`config.mk`:
```
export PLATFORM = sky130hd
export DESIGN_NAME = lcd_cmd_sequencer
export DESIGN_NICKNAME = d
export VERILOG_FILES = /design/src/rtl/lcd_cmd_sequencer.sv
export SDC_FILE = /design/constraint.sdc
export NUM_CORES = 1
export LEC_CHECK = 0
export CAP_MARGIN = 20
export CELL_PAD_IN_SITES_DETAIL_PLACEMENT = 1
export CELL_PAD_IN_SITES_GLOBAL_PLACEMENT = 2
export CORE_UTILIZATION = 32
export DETAILED_ROUTE_END_ITERATION = 16
export HOLD_SLACK_MARGIN = 0.1
export PLACE_DENSITY_LB_ADDON = 0.25
export SLEW_MARGIN = 20
export SYNTH_ARGS = -nofsm -noshare
export SYNTH_HDL_FRONTEND = slang
export SYNTH_SLANG_ARGS = --single-unit
```
`constraint.sdc`:
```
create_clock -name clk -period 4.29 [get_ports clk]
set_input_delay 0.6435 -clock clk [delete_from_list [all_inputs] [get_ports clk]]
set_output_delay 0.6435 -clock clk [all_outputs]
set_load 0.03 [all_outputs]
```
`src/rtl/lcd_cmd_sequencer.sv`:
```
// lcd_cmd_sequencer
//   Script-driven command master for the LCD_CTRL image-processing core. A start pulse
//   walks a command ROM from entry 0. Each legal entry is issued to LCD_CTRL as a
//   one-cycle lcd_valid strobe. Illegal codes are counted and skipped. After a WRITE
//   (cmd 0) the sequencer waits for lcd_done. A one-cycle seq_done pulse marks the end
//   of the script.
//
// Ports
//   clk         clock, rising edge
//   reset       asynchronous active-low reset
//   start       1-cycle run request, ignored while seq_busy
//   crom_rd     CROM read enable
//   crom_a      CROM address (current script pointer)
//   crom_q      CROM data, valid the cycle after crom_rd; [4]=last, [3:0]=cmd
//   lcd_cmd     command to LCD_CTRL, held from LATCH through SETTLE
//   lcd_valid   command strobe, never asserted while lcd_busy
//   lcd_busy    LCD_CTRL busy
//   lcd_done    LCD_CTRL end-of-WRITE pulse
//   seq_busy    high in every state except IDLE
//   seq_done    1-cycle pulse when the script completes
//   issued_cnt  legal commands issued in the current/last run (saturating)
//   skip_cnt    illegal entries skipped in the current/last run (saturating)
module lcd_cmd_sequencer #(
    parameter int unsigned CROM_AW  = 6,
    parameter int unsigned CMD_W    = 4,
    parameter int unsigned LAST_CMD = 11
) (
    input  logic               clk,
    input  logic               reset,
    input  logic               start,
    output logic               crom_rd,
    output logic [CROM_AW-1:0] crom_a,
    input  logic [4:0]         crom_q,
    output logic [CMD_W-1:0]   lcd_cmd,
    output logic               lcd_valid,
    input  logic               lcd_busy,
    input  logic               lcd_done,
    output logic               seq_busy,
    output logic               seq_done,
    output logic [CROM_AW:0]   issued_cnt,
    output logic [CROM_AW:0]   skip_cnt
);

    typedef enum logic [2:0] {
        StIdle,
        StFetch,
        StLatch,
        StIssue,
        StSettle,
        StWaitD,
        StNext,
        StFin
    } state_e;

    localparam logic [CROM_AW:0]   CntOne = {{CROM_AW{1'b0}}, 1'b1};
    localparam logic [CROM_AW-1:0] PtrOne = {{(CROM_AW-1){1'b0}}, 1'b1};

    state_e             state_q, state_d;
    logic [CROM_AW-1:0] ptr_q, ptr_d;
    logic [3:0]         cur_cmd_q, cur_cmd_d;
    logic               cur_last_q, cur_last_d;
    logic [CMD_W-1:0]   lcd_cmd_q, lcd_cmd_d;
    logic [CROM_AW:0]   issued_q, issued_d;
    logic [CROM_AW:0]   skip_q, skip_d;
    logic               crom_illegal;

    assign crom_illegal = 32'(crom_q[3:0]) > LAST_CMD;

    always_ff @(posedge clk or negedge reset) begin
        if (!reset) begin
            state_q    <= StIdle;
            ptr_q      <= '0;
            cur_cmd_q  <= '0;
            cur_last_q <= 1'b0;
            lcd_cmd_q  <= '0;
            issued_q   <= '0;
            skip_q     <= '0;
        end else begin
            state_q    <= state_d;
            ptr_q      <= ptr_d;
            cur_cmd_q  <= cur_cmd_d;
            cur_last_q <= cur_last_d;
            lcd_cmd_q  <= lcd_cmd_d;
            issued_q   <= issued_d;
            skip_q     <= skip_d;
        end
    end

    always_comb begin
        state_d    = state_q;
        ptr_d      = ptr_q;
        cur_cmd_d  = cur_cmd_q;
        cur_last_d = cur_last_q;
        lcd_cmd_d  = lcd_cmd_q;
        issued_d   = issued_q;
        skip_d     = skip_q;
        crom_rd    = 1'b0;
        lcd_valid  = 1'b0;
        seq_done   = 1'b0;

        case (state_q)
            StIdle: begin
                if (start) begin
                    issued_d = '0;
                    skip_d   = '0;
                    ptr_d    = '0;
                    state_d  = StFetch;
                end
            end
            StFetch: begin
                crom_rd = 1'b1;
                state_d = StLatch;
            end
            StLatch: begin
                // crom_q is valid now; the legality decision uses it directly.
                cur_cmd_d  = crom_q[3:0];
                cur_last_d = crom_q[4];
                if (crom_illegal) begin
                    if (!(&skip_q)) begin
                        skip_d = skip_q + CntOne;
                    end
                    state_d = StNext;
                end else begin
                    lcd_cmd_d = CMD_W'(crom_q[3:0]);
                    state_d   = StIssue;
                end
            end
            StIssue: begin
                // Waiting here also absorbs the post-reset ROM load of LCD_CTRL.
                lcd_valid = !lcd_busy;
                if (!lcd_busy) begin
                    if (!(&issued_q)) begin
                        issued_d = issued_q + CntOne;
                    end
                    state_d = StSettle;
                end
            end
            StSettle: begin
                // Gap cycle so lcd_busy can reflect the command just accepted.
                state_d = (cur_cmd_q == 4'd0) ? StWaitD : StNext;
            end
            StWaitD: begin
                if (lcd_done) begin
                    state_d = StNext;
                end
            end
            StNext: begin
                // Stop at the last flag or at the top of the ROM; never wrap.
                if (cur_last_q || (&ptr_q)) begin
                    state_d = StFin;
                end else begin
                    ptr_d   = ptr_q + PtrOne;
                    state_d = StFetch;
                end
            end
            StFin: begin
                seq_done = 1'b1;
                state_d  = StIdle;
            end
            default: begin
                state_d = StIdle;
            end
        endcase
    end

    assign crom_a     = ptr_q;
    assign lcd_cmd    = lcd_cmd_q;
    assign seq_busy   = (state_q != StIdle);
    assign issued_cnt = issued_q;
    assign skip_cnt   = skip_q;

endmodule

```
==> results of run 1 <==
-- metrics by stage --
step / total power [mW] / cell area (um^2)
after floorplan: 1.07 / 1710
after global placement: 1.34 / 2150
after detailed placement: 1.38 / 2150
after CTS: 1.63 / 2240
after global routing: 1.73 / 2240
final: 1.61 / 2240
-- metal layers --
layer  wire length (um)  vias to the layer above
li1                   -                      748
met1               2060                      785
met2               2380                       31
met3                183                        5
met4                 44                        0
met5                  0                        -
-- kinds of logic after synthesis --
logic type	after synthesis	share of synthesized area
adder cells (fa/ha/maj)	3	0.0219
buffers and inverters	13	0.0344
multiplexers	6	0.0373
flip-flops	32	0.468
AND/OR/NAND/NOR	93	0.270
AO/OA/AOI/OAI	40	0.169
-- registers in the layout (all words and copies together), names as in the netlist --
signal and flops:
crom_a 6, cur_cmd_q 4, cur_last_q 1, issued_cnt 7
lcd_cmd 4, skip_cnt 7, state_q 3
-- power by group through the flow --
stage,Sequential (mW),Clock [mW],Combinational [mW]
final,0.574,0.240,0.793
after global routing,0.600,0.259,0.870
after CTS,0.577,0.248,0.807
after detailed placement,0.579,0,0.805
after global placement,0.568,0,0.776
after floorplan,0.671,0,0.402
-- layout by cell type, fill, tap and decap left out, drive strengths merged, types with 2 or more instances in the layout --
master	synthesis	routed
nand2	38	38
dfrtp	32	32
buf	6	2
and4	2	2
a211o	3	3
o22ai	5	5
inv	6	6
ha	3	3
mux2i	3	3
mux2	3	3
clkbuf	1	8
nor3	6	6
nand4bb	2	2
nor3b	3	3
and3	3	3
a31oi	8	8
nor4	3	3
a21o	6	6
nand3	13	13
nor2	15	15
nand3b	2	2
o21ai	7	7
a21oi	4	4
clkdlybuf4s50	0	37
-- critical path, stage by stage --
cell and delay, ns:
clkdlybuf4s50_1 0.45, nand4bb_1 0.30, inv_1 0.18, clkdlybuf4s50_1 0.69
-- worst max path at each step --
| stage | startpoint | endpoint | slack, ns | cells past startpoint |
|---|---|---|---|---|
| after global placement | lcd_busy | lcd_valid | 1.46 | 4 |
| after floorplan | state_q[0] | crom_rd | 2.36 | 3 |
| after CTS | lcd_busy | lcd_valid | 1.37 | 4 |
| final | lcd_busy | lcd_valid | 1.38 | 4 |
| after global routing | lcd_busy | lcd_valid | 1.31 | 4 |
| after detailed placement | lcd_busy | lcd_valid | 1.37 | 4 |
-- area by class of cell --
cell class	instances	area (um^2)	area share
Sequential cell	32	801	0.358
Clock buffer	8	90.1	0.0402
Inverter	6	22.5	0.0101
Tap cell	70	87.6	0.0391
Multi-Input combinational cell	142	852	0.381
Timing Repair Buffer	39	385	0.172
==> summary.md, run 1 <==
| Metric | Value |
|---|---|
| Status | `finished, final reports clean` |
| Critical path startpoint category | `primary input` |
| Pwr/cell area | `slightly above 700 mW/mm^2` |
| Syn Std Cell Area | `0.00171 mm^2` |
| IO Port Bufs | `37` |
| Clk pwr share | `0.149` |
| Site row count | `26` |
| Worst-Skew Late Latency | `0.28 ns` |
| Setup ws final | `1.38 ns` |
| Synth top cells by count | `nand2_1, dfrtp_1, nor2_1, nand3_1, a31oi_1` |
| GP Congestion | `0.773` |
| Grt met3 use | `0.0361` |
| Worst reg-to-reg setup slack | `2.37 ns` |
| Initial antenna violation count | `0` |
| DR WL/cell | `15.7 um` |
| Worst path required time | `3.65 ns` |
| Flop pwr share | `0.357` |
| Core ar. | `0.00514 mm^2` |
| Inst Count DP | `289` |
| Largest net degree at the start of global routing | `33` |
| First-pass GRT wire length | `7640 um` |
| Die Span X | `75.1 um` |
| DP Worst Slack | `1.37 ns` |
| Ys async rst share | `1.00` |
| Die height | `around 75 um` |
| Combinational power share | `0.494` |
| #FFs+latches synth | `32` |
| Final WL | `around 4700 um` |
| Pleak | `0.989 nW` |
| Top Ports | `38` |
| Max transition margin | `0.633` |
| Layout cell share with drive strength beyond 1 | `0.0793` |
| Starting DRT DRC Count | `52` |
| Slew Viols, Final | `0` |
| Worst r2r src | `state_q[2]` |
| Reg2reg end | `crom_a[5]` |
| Fin cells | `297` |
| Main synth FF type | `dfrtp_1` |
| Most common cell in the netlist | `nand2_1` |
| R2R depth | `4` |
| Syn. warnings | `0` |
| Worst vdd ir | `0.000314 V` |
| First-pass iteration count of the detailed router | `6` |
| Layout area overhead | `30.8%` |
| Synth area leader | `dfrtp_1` |
| Highest clock rate | `about 340 MHz` |
| Mapped Avg Cell Area | `roughly 9.2 um^2` |
| Hold Crit Start | `cur_cmd_q[1]` |
| Largest cells by area after synthesis | `dfrtp_1, nand2_1, nand3_1` |
| Hold depth | `2` |
| P_sw | `around 730 uW` |
| Seq/Total Area, Yosys | `0.468` |
| Fill cells | `631` |
| Clock H-tree levels | `2` |
| DRC viols | `0` |
| Synth top area share | `0.468` |
| End of the worst hold path | `cur_cmd_q[1]` |
| Hold WC Path Type | `reg2reg` |
| Root Driver | `clkbuf_8` |
| CP endpoint kind | `output port` |
| Setup clock skew after layout | `roughly 0.004 ns` |
| Placed wire-length estimate | `3420 um` |
| Ant. Diodes | `0` |
| Vias per cell | `5.28` |
| Nets@finish | `about 240` |
| Final Util | `0.435` |
| P_int | `between 800 and 900 uW` |
| CP Max Fanout | `4` |
| Syn_nets | `200` |
| Finish-stage setup viols | `0` |
| Final Hold Vio Count | `0` |
| Cts bufs inserted | `5` |
| Minimum clock period | `2.91 ns` |
| TritonCTS clock tree | `yes` |
| Most crowded layer after global routing | `met2` |
| TNS Setup | `0 ns` |
| Cells resized by post-CTS repair | `0` |
| Vias in the first global route | `1562` |
| Starting Density | `0.333` |
| CTS clk-pin slew, worst paths | `0.06 ns` |
| Distinct cells, synth | `43` |
| Total setup buffers inserted after CTS | `0` |
| Clock sink total | `32` |
| Total die area | `0.00565 mm^2` |
| Met2 Resource Use GR | `0.322` |
| Via count | `1569` |
| Antenna Nets Post-Route | `0` |
| EDFF count, synth | `0` |
| Worst Setup Path Type | `in2out` |
| # hold bufs at CTS | `0` |
| Sw frac | `0.452` |
| CTS Buffer Depth | `2` |
| Gate Count Post-Synth | `187` |
| Met1 Track Usage GR | `0.225` |
| Tcrit/Tclk final | `0.679` |
| Tot GR Track Use | `0.184` |
| GR Overflow Total | `0` |
| RSZ-0062 raised after global routing | `no` |
| Worst-margin pin slew | `0.545 ns` |
| CP arrival | `roughly 2.3 ns` |
| Worst hold slack | `0.485 ns` |
| Max-cap violations | `0` |
No activity file was read; power rests on OpenSTA's default activity.
==> run 2: changes to the inputs <==
- CORE_UTILIZATION: 32 -> 30
- clock period: 4.29 -> 2.9 ns (I/O delays scaled with it)
==> summary.md, run 2 (synthesis results as in run 1) <==
| Metric | Value |
|---|---|
| Max-cap violations | `0 (unchanged)` |
| Instance area after placement | `0.00215 mm^2 (+0.12%)` |
| Status | `finished, final reports clean` |
| Starting Density | `0.311 (-0.0222)` |
| Pwr/cell area | `1050 mW/mm^2 (+47%)` |
| First-pass iteration count of the detailed router | `4 (-2)` |
| GP Congestion | `0.768 (-0.57%)` |
| Core ar. | `0.00551 mm^2 (+7.1%)` |
| Worst r2r src | `state_q[2]` |
| Pleak | `0.984 nW (-0.45%)` |
| Vias per cell | `5.17 (-2.1%)` |
| Nets@finish | `239 (unchanged)` |
| Largest net degree at the start of global routing | `33 (unchanged)` |
| CTS clk-pin slew, worst paths | `0.07 ns (about the same)` |
| Root Driver | `clkbuf_8` |
| CP max-delay cell | `clkdlybuf4s50_1` |
| Site row count | `27 (+3.8%)` |
| Placed wire-length estimate | `3350 um (-2.1%)` |
| Slew Viols, Final | `0 (unchanged)` |
| Fin area | `0.00223 mm^2 (-0.45%)` |
| Highest clock rate | `402 MHz` |
| Worst vdd ir | `0.000329 V (+5.0%)` |
| Fill cells | `664 (+5.2%)` |
| Met3 wire len | `165 um (-9.8%)` |
| Worst-path cell chain | `nand4bb_1 -> inv_1 -> clkdlybuf4s50_1` |
| # hold bufs at CTS | `0 (unchanged)` |
| Wire length on met2 | `2210 um (-6.9%)` |
| CP endpoint kind | `output port` |
| Worst-Skew Late Latency | `0.28 ns (about the same)` |
| Clock H-tree levels | `2 (unchanged)` |
| Worst Setup Path Type | `reg2out` |
| Critical path origin | `state_q[2]` |
| Reg2reg end | `skip_cnt[1]` |
| Top Ports | `38 (unchanged)` |
| Starting DRT DRC Count | `63 (+21%)` |
| Die Span X | `77.5 um (+3.2%)` |
| R2R depth | `4 (unchanged)` |
| DRC viols | `0 (unchanged)` |
| Worst reg-to-reg setup slack | `0.99 ns (-1.38 ns)` |
| Antenna Nets Post-Route | `0 (unchanged)` |
| Via count | `1541 (-1.8%)` |
| Layout area overhead | `30.2%` |
| Tcrit/Tclk final | `0.858` |
| Critical path startpoint category | `flop` |
| Worst path required time | `2.47 ns (-1.18 ns)` |
| Cts bufs inserted | `5 (unchanged)` |
| Hold depth | `2 (unchanged)` |
| Wire length on met1 | `2170 um (+5.3%)` |
| GR Overflow Total | `0 (unchanged)` |
| Ant. Diodes | `0 (unchanged)` |
| Clock sink total | `32 (unchanged)` |
| Finish-stage setup viols | `0 (unchanged)` |
| Vias in the first global route | `1653 (+5.8%)` |
| CTS Buffer Depth | `2 (unchanged)` |
| TritonCTS clock tree | `yes` |
| Total setup buffers inserted after CTS | `0 (unchanged)` |
| Hold WC Path Type | `reg2reg` |
| Max transition margin | `0.647 (+0.0143)` |
| First-pass GRT wire length | `7850 um (+2.7%)` |
| CP arrival | `2.05 ns (-0.22 ns)` |
| CP Max Fanout | `15 (+11)` |
| IO Port Bufs | `37 (unchanged)` |
| Final Util | `0.405 (-0.0308)` |
| DR WL/cell | `15.5 um (-1.6%)` |
| Layout cell share with drive strength beyond 1 | `0.0796 (+0.000351)` |
| Minimum clock period | `2.49 ns` |
| Initial antenna violation count | `0 (unchanged)` |
| Setup clock skew after layout | `0.00383 ns (-0.000272 ns)` |
| TNS Setup | `0 ns (unchanged)` |
| Most frequent cells in the layout | `nand2_1, clkdlybuf4s50_1, dfrtp_1` |
| DR top layer | `met4` |
| Total die area | `0.00601 mm^2 (+6.5%)` |
| Worst-margin pin slew | `0.524 ns (-0.0212 ns)` |
| Final Hold Vio Count | `0 (unchanged)` |
| CP peak stage delay | `0.69 ns (about the same)` |
| Tot GR Track Use | `0.164 (-0.0201)` |
| Final WL | `4610 um (-1.2%)` |
| End of the worst hold path | `cur_cmd_q[2]` |
| Die height | `77.5 um (+3.2%)` |
| RSZ-0062 raised after global routing | `no` |
| Cells resized by post-CTS repair | `0 (unchanged)` |
| Hold Crit Start | `cur_cmd_q[2]` |
-- run 2: cell types whose count changed in the layout (fill, tap and decap cells not counted), sizes merged --
cell,delta
clkbuf,-2
clkinv,+1
-- run 2: routing by layer --
| layer | GRT usage | vias up |
|---|---|---|
| met3 | 0.0376 | 7 |
| met2 | 0.273 | 30 |
| li1 | - | 747 |
| met5 | 0 | - |
| met1 | 0.209 | 757 |
| met4 | 0.0509 | 0 |
-- run 2: power by group --
| group | total (mW) | leakage (nW) | switching [mW] | internal [mW] |
|---|---|---|---|---|
| logic | 1.17 | 0.533 | 0.677 | 0.489 |
| registers | 0.854 | 0.410 | 0.235 | 0.619 |
| clock network | 0.331 | 0.0410 | 0.168 | 0.163 |
| total | 2.35 | 0.984 | 1.08 | 1.27 |
-- run 2: final cells by class --
| type | count | area, um^2 | share of cell area |
|---|---|---|---|
| multi-input cells | 142 | 852 | 0.382 |
| flip-flops and latches | 32 | 801 | 0.359 |
| repair buffers | 39 | 385 | 0.173 |
| well taps | 72 | 90.1 | 0.0404 |
| clock buffers | 6 | 72.6 | 0.0326 |
| inverters | 6 | 22.5 | 0.0101 |
| clock inverters | 1 | 5.00 | 0.00225 |
-- run 2: worst max-delay path by stage --
stage | end | cells past startpoint
after floorplan | state_q[1] | 5
after global placement | lcd_valid | 4
after detailed placement | lcd_valid | 4
after CTS | lcd_valid | 3
after global routing | lcd_valid | 3
final | lcd_valid | 3
-- run 2: per-stage QoR --
step                cells  total power [mW]  setup WS (ns)  hold WS [ns]
finish                298              2.35          0.413         0.490
detailed placement    291              2.04          0.445         0.477
global placement      291              2.00          0.444         0.461
floorplan             187              1.59           1.05         0.139
global route          298              2.53          0.328         0.530
CTS                   298              2.38          0.437         0.492
-- run 2: worst max-delay path, delay by kind of cell, from the launching register on --
| kind | cells | cell delay, ns |
|---|---|---|
| simple gates | 1 | 0.34 |
| flops | 1 | 0.55 |
| buf+inv | 2 | 0.88 |
